File: src/rtl/lcd_value_formatter_if.sv
// Host/LCD-driver bus for lcd_value_formatter: conversion handshake,
// static-text write port and registered read port.
interface lcd_value_formatter_if;
   logic [15:0] value;
   logic        load;
   logic        busy;
   logic        done;
   logic        wr_en;
   logic [4:0]  wr_addr;
   logic [7:0]  wr_data;
   logic [4:0]  rd_addr;
   logic [7:0]  rd_data;

   modport master (
      output value, load, wr_en, wr_addr, wr_data, rd_addr,
      input  busy, done, rd_data
   );

   modport slave (
      input  value, load, wr_en, wr_addr, wr_data, rd_addr,
      output busy, done, rd_data
   );
endinterface

File: src/rtl/lcd_value_formatter.sv
// lcd_value_formatter: 32-byte LCD text buffer with a 16-bit binary to
// 5-digit ASCII decimal field writer (double-dabble, 16 shift cycles,
// then 5 digit-write cycles, then a one-cycle done pulse).
// Optional macro LCD_LEADING_ZERO_BLANK_EN: leading zeros written as spaces.
module lcd_value_formatter #(
   parameter int unsigned FIELD_POS = 10
) (
   input logic                  clk,
   input logic                  rst,
   lcd_value_formatter_if.slave bus
);

`ifdef LCD_LEADING_ZERO_BLANK_EN
   localparam bit BLANK_EN = 1'b1;
`else
   localparam bit BLANK_EN = 1'b0;
`endif

   typedef enum logic [1:0] {IDLE, SHIFT, WRITE, DONE} state_t;

   state_t      state_q, state_d;
   logic [35:0] sh_q, sh_d;       // {bcd[19:0], bin[15:0]}
   logic [4:0]  cnt_q, cnt_d;
   logic        nz_q, nz_d;       // a nonzero digit has already been written
   logic [7:0]  buf_q [32];
   logic [7:0]  buf_d [32];
   logic [7:0]  rd_data_q, rd_data_d;

   logic [35:0] adj;
   logic [6:0]  dsel;
   logic [3:0]  digit;
   logic [4:0]  waddr;

   // Next-state, conversion datapath and buffer write selection
   always_comb begin
      state_d   = state_q;
      sh_d      = sh_q;
      cnt_d     = cnt_q;
      nz_d      = nz_q;
      buf_d     = buf_q;
      rd_data_d = buf_q[bus.rd_addr];
      adj       = sh_q;
      dsel      = 7'd32 - {cnt_q, 2'b00};
      digit     = sh_q[dsel +: 4];
      waddr     = 5'(FIELD_POS) + cnt_q;

      // Host writes are accepted only while no conversion is in flight.
      if (bus.wr_en && (state_q == IDLE || state_q == DONE))
         buf_d[bus.wr_addr] = bus.wr_data;

      case (state_q)
         IDLE: begin
            if (bus.load) begin
               sh_d    = {20'h0, bus.value};
               cnt_d   = '0;
               state_d = SHIFT;
            end
         end
         SHIFT: begin
            for (int unsigned i = 0; i < 5; i++) begin
               if (adj[16 + 4*i +: 4] >= 4'd5)
                  adj[16 + 4*i +: 4] = adj[16 + 4*i +: 4] + 4'd3;
            end
            sh_d  = adj << 1;
            cnt_d = cnt_q + 5'd1;
            if (cnt_q == 5'd15) begin
               cnt_d   = '0;
               nz_d    = 1'b0;
               state_d = WRITE;
            end
         end
         WRITE: begin
            // Blank only digits left of the first nonzero; last digit always numeric.
            if (BLANK_EN && !nz_q && digit == 4'd0 && cnt_q != 5'd4)
               buf_d[waddr] = 8'h20;
            else
               buf_d[waddr] = {4'h3, digit};
            nz_d  = nz_q | (digit != 4'd0);
            cnt_d = cnt_q + 5'd1;
            if (cnt_q == 5'd4)
               state_d = DONE;
         end
         DONE: begin
            state_d = IDLE;
         end
         default: state_d = IDLE;
      endcase
   end

   // State, datapath, buffer and read-data registers with synchronous reset
   always_ff @(posedge clk) begin
      if (rst) begin
         state_q   <= IDLE;
         sh_q      <= '0;
         cnt_q     <= '0;
         nz_q      <= 1'b0;
         rd_data_q <= '0;
         for (int unsigned i = 0; i < 32; i++)
            buf_q[i] <= 8'h20;
      end else begin
         state_q   <= state_d;
         sh_q      <= sh_d;
         cnt_q     <= cnt_d;
         nz_q      <= nz_d;
         rd_data_q <= rd_data_d;
         buf_q     <= buf_d;
      end
   end

   assign bus.busy    = (state_q == SHIFT) || (state_q == WRITE);
   assign bus.done    = (state_q == DONE);
   assign bus.rd_data = rd_data_q;

endmodule

File: src/flat_wrapper.sv
// flat-port wrapper written by rule: the top's interface ports become plain ports
module lcd_value_formatter_flat 
#(
   parameter int unsigned FIELD_POS = 10
)
  (clk, rst, bus_value, bus_load, bus_wr_en, bus_wr_addr, bus_wr_data, bus_rd_addr, bus_busy, bus_done, bus_rd_data);
  lcd_value_formatter_if bus_i ();
  input logic clk;
  input logic rst;
  input wire logic [$bits(bus_i.value)-1:0] bus_value;
  input wire logic [$bits(bus_i.load)-1:0] bus_load;
  input wire logic [$bits(bus_i.wr_en)-1:0] bus_wr_en;
  input wire logic [$bits(bus_i.wr_addr)-1:0] bus_wr_addr;
  input wire logic [$bits(bus_i.wr_data)-1:0] bus_wr_data;
  input wire logic [$bits(bus_i.rd_addr)-1:0] bus_rd_addr;
  output wire logic [$bits(bus_i.busy)-1:0] bus_busy;
  output wire logic [$bits(bus_i.done)-1:0] bus_done;
  output wire logic [$bits(bus_i.rd_data)-1:0] bus_rd_data;
  assign bus_i.value = bus_value;
  assign bus_i.load = bus_load;
  assign bus_i.wr_en = bus_wr_en;
  assign bus_i.wr_addr = bus_wr_addr;
  assign bus_i.wr_data = bus_wr_data;
  assign bus_i.rd_addr = bus_rd_addr;
  assign bus_busy = bus_i.busy;
  assign bus_done = bus_i.done;
  assign bus_rd_data = bus_i.rd_data;
  lcd_value_formatter #(.FIELD_POS(FIELD_POS)) u_core (.clk(clk), .rst(rst), .bus(bus_i));
endmodule
File: config.mk
export PLATFORM = sky130hd
export DESIGN_NAME = lcd_value_formatter_flat
export DESIGN_NICKNAME = d
export VERILOG_FILES = /design/src/rtl/lcd_value_formatter_if.sv /design/src/rtl/lcd_value_formatter.sv /design/src/flat_wrapper.sv
export SDC_FILE = /design/constraint.sdc
export NUM_CORES = 1
export LEC_CHECK = 0
export CORE_ASPECT_RATIO = 0.6
export CORE_MARGIN = 3
export CORE_UTILIZATION = 62
export DETAILED_ROUTE_END_ITERATION = 7
export HOLD_SLACK_MARGIN = 0.12
export PLACE_DENSITY = 0.82
export SYNTH_ARGS = -nofsm -noshare
export SYNTH_HDL_FRONTEND = slang
export SYNTH_SLANG_ARGS = --single-unit
export TNS_END_PERCENT = 5
File: constraint.sdc
create_clock -name clk -period 2.85 [get_ports clk]
set_clock_uncertainty 0.1 [all_clocks]
set_input_delay 0.855 -clock clk [delete_from_list [all_inputs] [get_ports clk]]
set_output_delay 0.855 -clock clk [all_outputs]
set_load 0.01 [all_outputs]
==> flow_metrics.tcl <==
set metrics [dict create \
    wl_met3_um 7797 \
    vias 13440 \
    numClockSinks 307 \
    grt_overflow 0 \
    h-tree-depth 1 \
    finalCriticalPeriod_ns 2.696 \
    synth_cell_type_count 53 \
    power_density_nw_per_um2 595.3 \
    die-area_um2 26990 \
    fp.dieH_um 128.5 \
    clk_latency_ns 0.57 \
    ir_drop_uv 429.2 \
    final_antenna_net_count 0 \
    grt_max_degree 117 \
    synth_top_area_cell "dfxtp_1" \
    seq_area_um2 6146 \
    antenna_found_initial 0 \
    synthesis.area_um2 15500 \
    grt_pass1_wl_um 75470 \
    multi_input_area_um2 8671 \
    io_buffers 47 \
    top_layer_used "met4" \
    worst_setup_path_end_kind "output port" \
    syn_area_per_cell_um2 10.36 \
    track_usage_pct 35.60 \
    cts-root-buf "clkbuf_16" \
    cts_buffer_depth 3 \
    fp-row-count 44 \
    seq_area_frac_synth_pct 39.66 \
    firstDrtPassIters 6 \
    yosys.area.top_type_share_pct 39.66 \
    nFillCells 1607 \
    worstSetupPathType "reg2out" \
    io_pins 48 \
    hpwl_um 32430 \
    synthArstFlopShare_pct 0 \
    drive_gt1_share_pct 16.57 \
    r2r-start "u_core.cnt_q[2]$_SDFFE_PP0P_" \
    finalSetupViolCount 0 \
    synthCells 1496 \
    final_nets 1608 \
    ys_warn_count 0 \
    maxCapViolCount 0 \
    critPathLaunchType "register" \
    cp_max_fo 7 \
    critical_path_required_ns 1.90 \
    cp-endpoint "bus_busy" \
    max_stage_delay_ns 0.39 \
    p_leak_uw 0.006836 \
    worst-path-buf-inv 2 \
    finalWeightedCongestion 0.9694 \
    worstRegToRegCells 8 \
    grt_pass1_vias 13000 \
    hp-class "reg2reg" \
    cp_num_cells 3 \
    rrSetupSlack_ns 0.16 \
    final_area_um2 17790 \
    cts_setup_buffers 0 \
    min_period_over_period_pct 94.61 \
    slowest_stage "dfxtp_1" \
    antenna_cells 0 \
    finalHoldViolations 0 \
    area_growth_pct 14.80 \
    cts.clk_slew.worst_paths_ns 0.07 \
    postPlaceCellArea_um2 16810 \
    drt-total-wl_um 49060 \
    rsz0062_at_grt "false" \
    worstPathArrival_ns 1.74 \
    synth_seq_cells 307 \
    fin_tns_setup_ns 0 \
    fin_hold_ws_ns 0.3572 \
    routedWlPerCell_um 25.94 \
    cts_made_buffers 28 \
    pre_cts_slack_ns -0.02727 \
    crit_start "u_core.state_q[0]$_SDFFE_PP0P_" \
    synth.area.top_cells "dfxtp_1 40%, mux2i_1 16%, mux4_2 10%, o22ai_1 5.2%, nor2_1 2.5%" \
    die_w_um 210.1 \
    final_core_util_pct 72.95 \
    synth_ff_type "dfxtp_1" \
    vias_per_cell 7.106 \
    wl_met2_um 19580 \
    core_area_um2 24390 \
    tightest_slew_ns 0.6873 \
    wl_met1_um 19800 \
    start_util_pct 63.54 \
    slew_headroom_pct 53.85 \
    synth-edff-count 0 \
    drv_slew 0 \
    cts_tree "yes" \
    cp_cell_sequence "inv_1 > ha_4 > dlygate4sd2_1" \
    r2r_end "u_core.buf_q[171]$_SDFF_PP0_" \
    max_freq_ghz 0.3709 \
    status "finished, final reports clean" \
    first_iter_violations 2208 \
    synth_nets 1557 \
    cpLargestDelayFamily "buffers and inverters" \
    drc 0 \
    setup_ws_ns 0.1538 \
]
through the flow:
stage          power, uW  instances
4_1_cts            10490       1891
3_5_place_dp        6535       1839
2_1_floorplan       5901       1496
5_1_grt            10850       1891
6_report           10590       1891
3_3_place_gp        6488       1839
synthesized netlist by cell type (12+ instances only):
library cell and instances:
nand2_1 78, dfxtp_1 307, mux2i_1 255, inv_1 22, nand3_1 54, o21ai_0 14, a211o_1 29, mux4_2 72
buf_6 14, ha_1 23, and3_1 20, a21oi_1 70, nor2_2 12, a21o_1 28, nor2_1 103, clkbuf_1 68
a211oi_1 15, nor2b_1 21, xnor2_1 13, o22ai_1 128, buf_2 21
cells by family (layout without fill, tap and decap cells):
group / Yosys count / in the layout / synth area share (%)
AO/OA/AOI/OAI: 336 / 336 / 14.76
XOR/XNOR: 14 / 14 / 0.7912
adder cells (fa/ha/maj): 23 / 23 / 1.857
buffers and inverters: 139 / 212 / 4.489
flip-flops: 307 / 307 / 39.66
multiplexers: 336 / 336 / 27.59
AND/OR/NAND/NOR: 341 / 341 / 10.86
registers in the layout, summed over array words and instances, names as in the netlist:
name / flops
u_core.bus.rd_data: 8
u_core.state_q: 2
u_core.buf_q: 256
u_core.cnt_q: 5
u_core.sh_q: 36
cell usage in the layout, fill, tap and decap left out, drive strengths merged, types with 19 or more instances in the layout:
cell type / netlist / routed
and3: 20 / 20
a211oi: 19 / 19
clkdlybuf4s50: 0 / 42
nor2: 119 / 119
a211o: 29 / 29
mux2i: 255 / 255
ha: 23 / 23
mux4: 72 / 72
dfxtp: 307 / 307
buf: 48 / 95
a21oi: 70 / 70
a21o: 28 / 28
nor2b: 21 / 21
nand3: 54 / 54
inv: 22 / 23
clkbuf: 69 / 42
o22ai: 128 / 128
nand2: 78 / 78
where the power goes:
| group | total, uW | internal [uW] | leakage (uW) | switching (uW) |
|---|---|---|---|---|
| Clock | 4040 | 2300 | 0.000479 | 1750 |
| Sequential | 4600 | 4450 | 0.00248 | 142 |
| Combinational | 1950 | 742 | 0.00388 | 1210 |
| Total | 10600 | 7490 | 0.00684 | 3100 |
routing by layer:
| metal | vias to the layer above | GRT usage [%] |
|---|---|---|
| li1 | 5710 | - |
| met1 | 6521 | 51.60 |
| met2 | 1017 | 49.80 |
| met3 | 190 | 12.35 |
| met4 | 0 | 11.76 |
| met5 | - | 0 |
final cells by class:
| cell class | count | area share (%) |
|---|---|---|
| clock buffer | 42 | 4.691 |
| clock inverter | 10 | 0.7244 |
| inverter | 22 | 0.4642 |
| multi-input combinational | 1050 | 48.74 |
| sequential | 307 | 34.55 |
| tap | 322 | 2.265 |
| timing repair buffer | 138 | 8.573 |
worst reg2reg max path, cell delays in order (launching register included):
cell and delay (ns):
dfxtp_1 0.49, inv_1 0.12, ha_1 0.22, nor2b_1 0.14
xnor2_1 0.56, nor3b_1 0.20, a211oi_4 0.32, buf_12 0.27
o22ai_1 0.15
repair_timing:
item | in CTS | in global routing
cloned | 0 | 0
setup endpoints to repair | 1 | 1
gates resized for setup | 3 | 1
hold buffers | 0 | 0
how the worst min path moves through the flow:
stage / from / endpoint / slack [ns] / depth (start not counted)
final: u_core.buf_q[206]$_SDFF_PP0_ / u_core.buf_q[206]$_SDFF_PP0_ / 0.36 / 2
after global routing: u_core.buf_q[111]$_SDFF_PP0_ / u_core.buf_q[111]$_SDFF_PP0_ / 0.39 / 2
after CTS: u_core.buf_q[206]$_SDFF_PP0_ / u_core.buf_q[206]$_SDFF_PP0_ / 0.36 / 2
after detailed placement: u_core.buf_q[206]$_SDFF_PP0_ / u_core.buf_q[206]$_SDFF_PP0_ / 0.35 / 2
after global placement: u_core.buf_q[229]$_SDFF_PP1_ / u_core.buf_q[229]$_SDFF_PP1_ / 0.34 / 1
after floorplan: u_core.buf_q[237]$_SDFF_PP1_ / u_core.buf_q[237]$_SDFF_PP1_ / 0.33 / 1
Power figures use the tool's default switching activity.
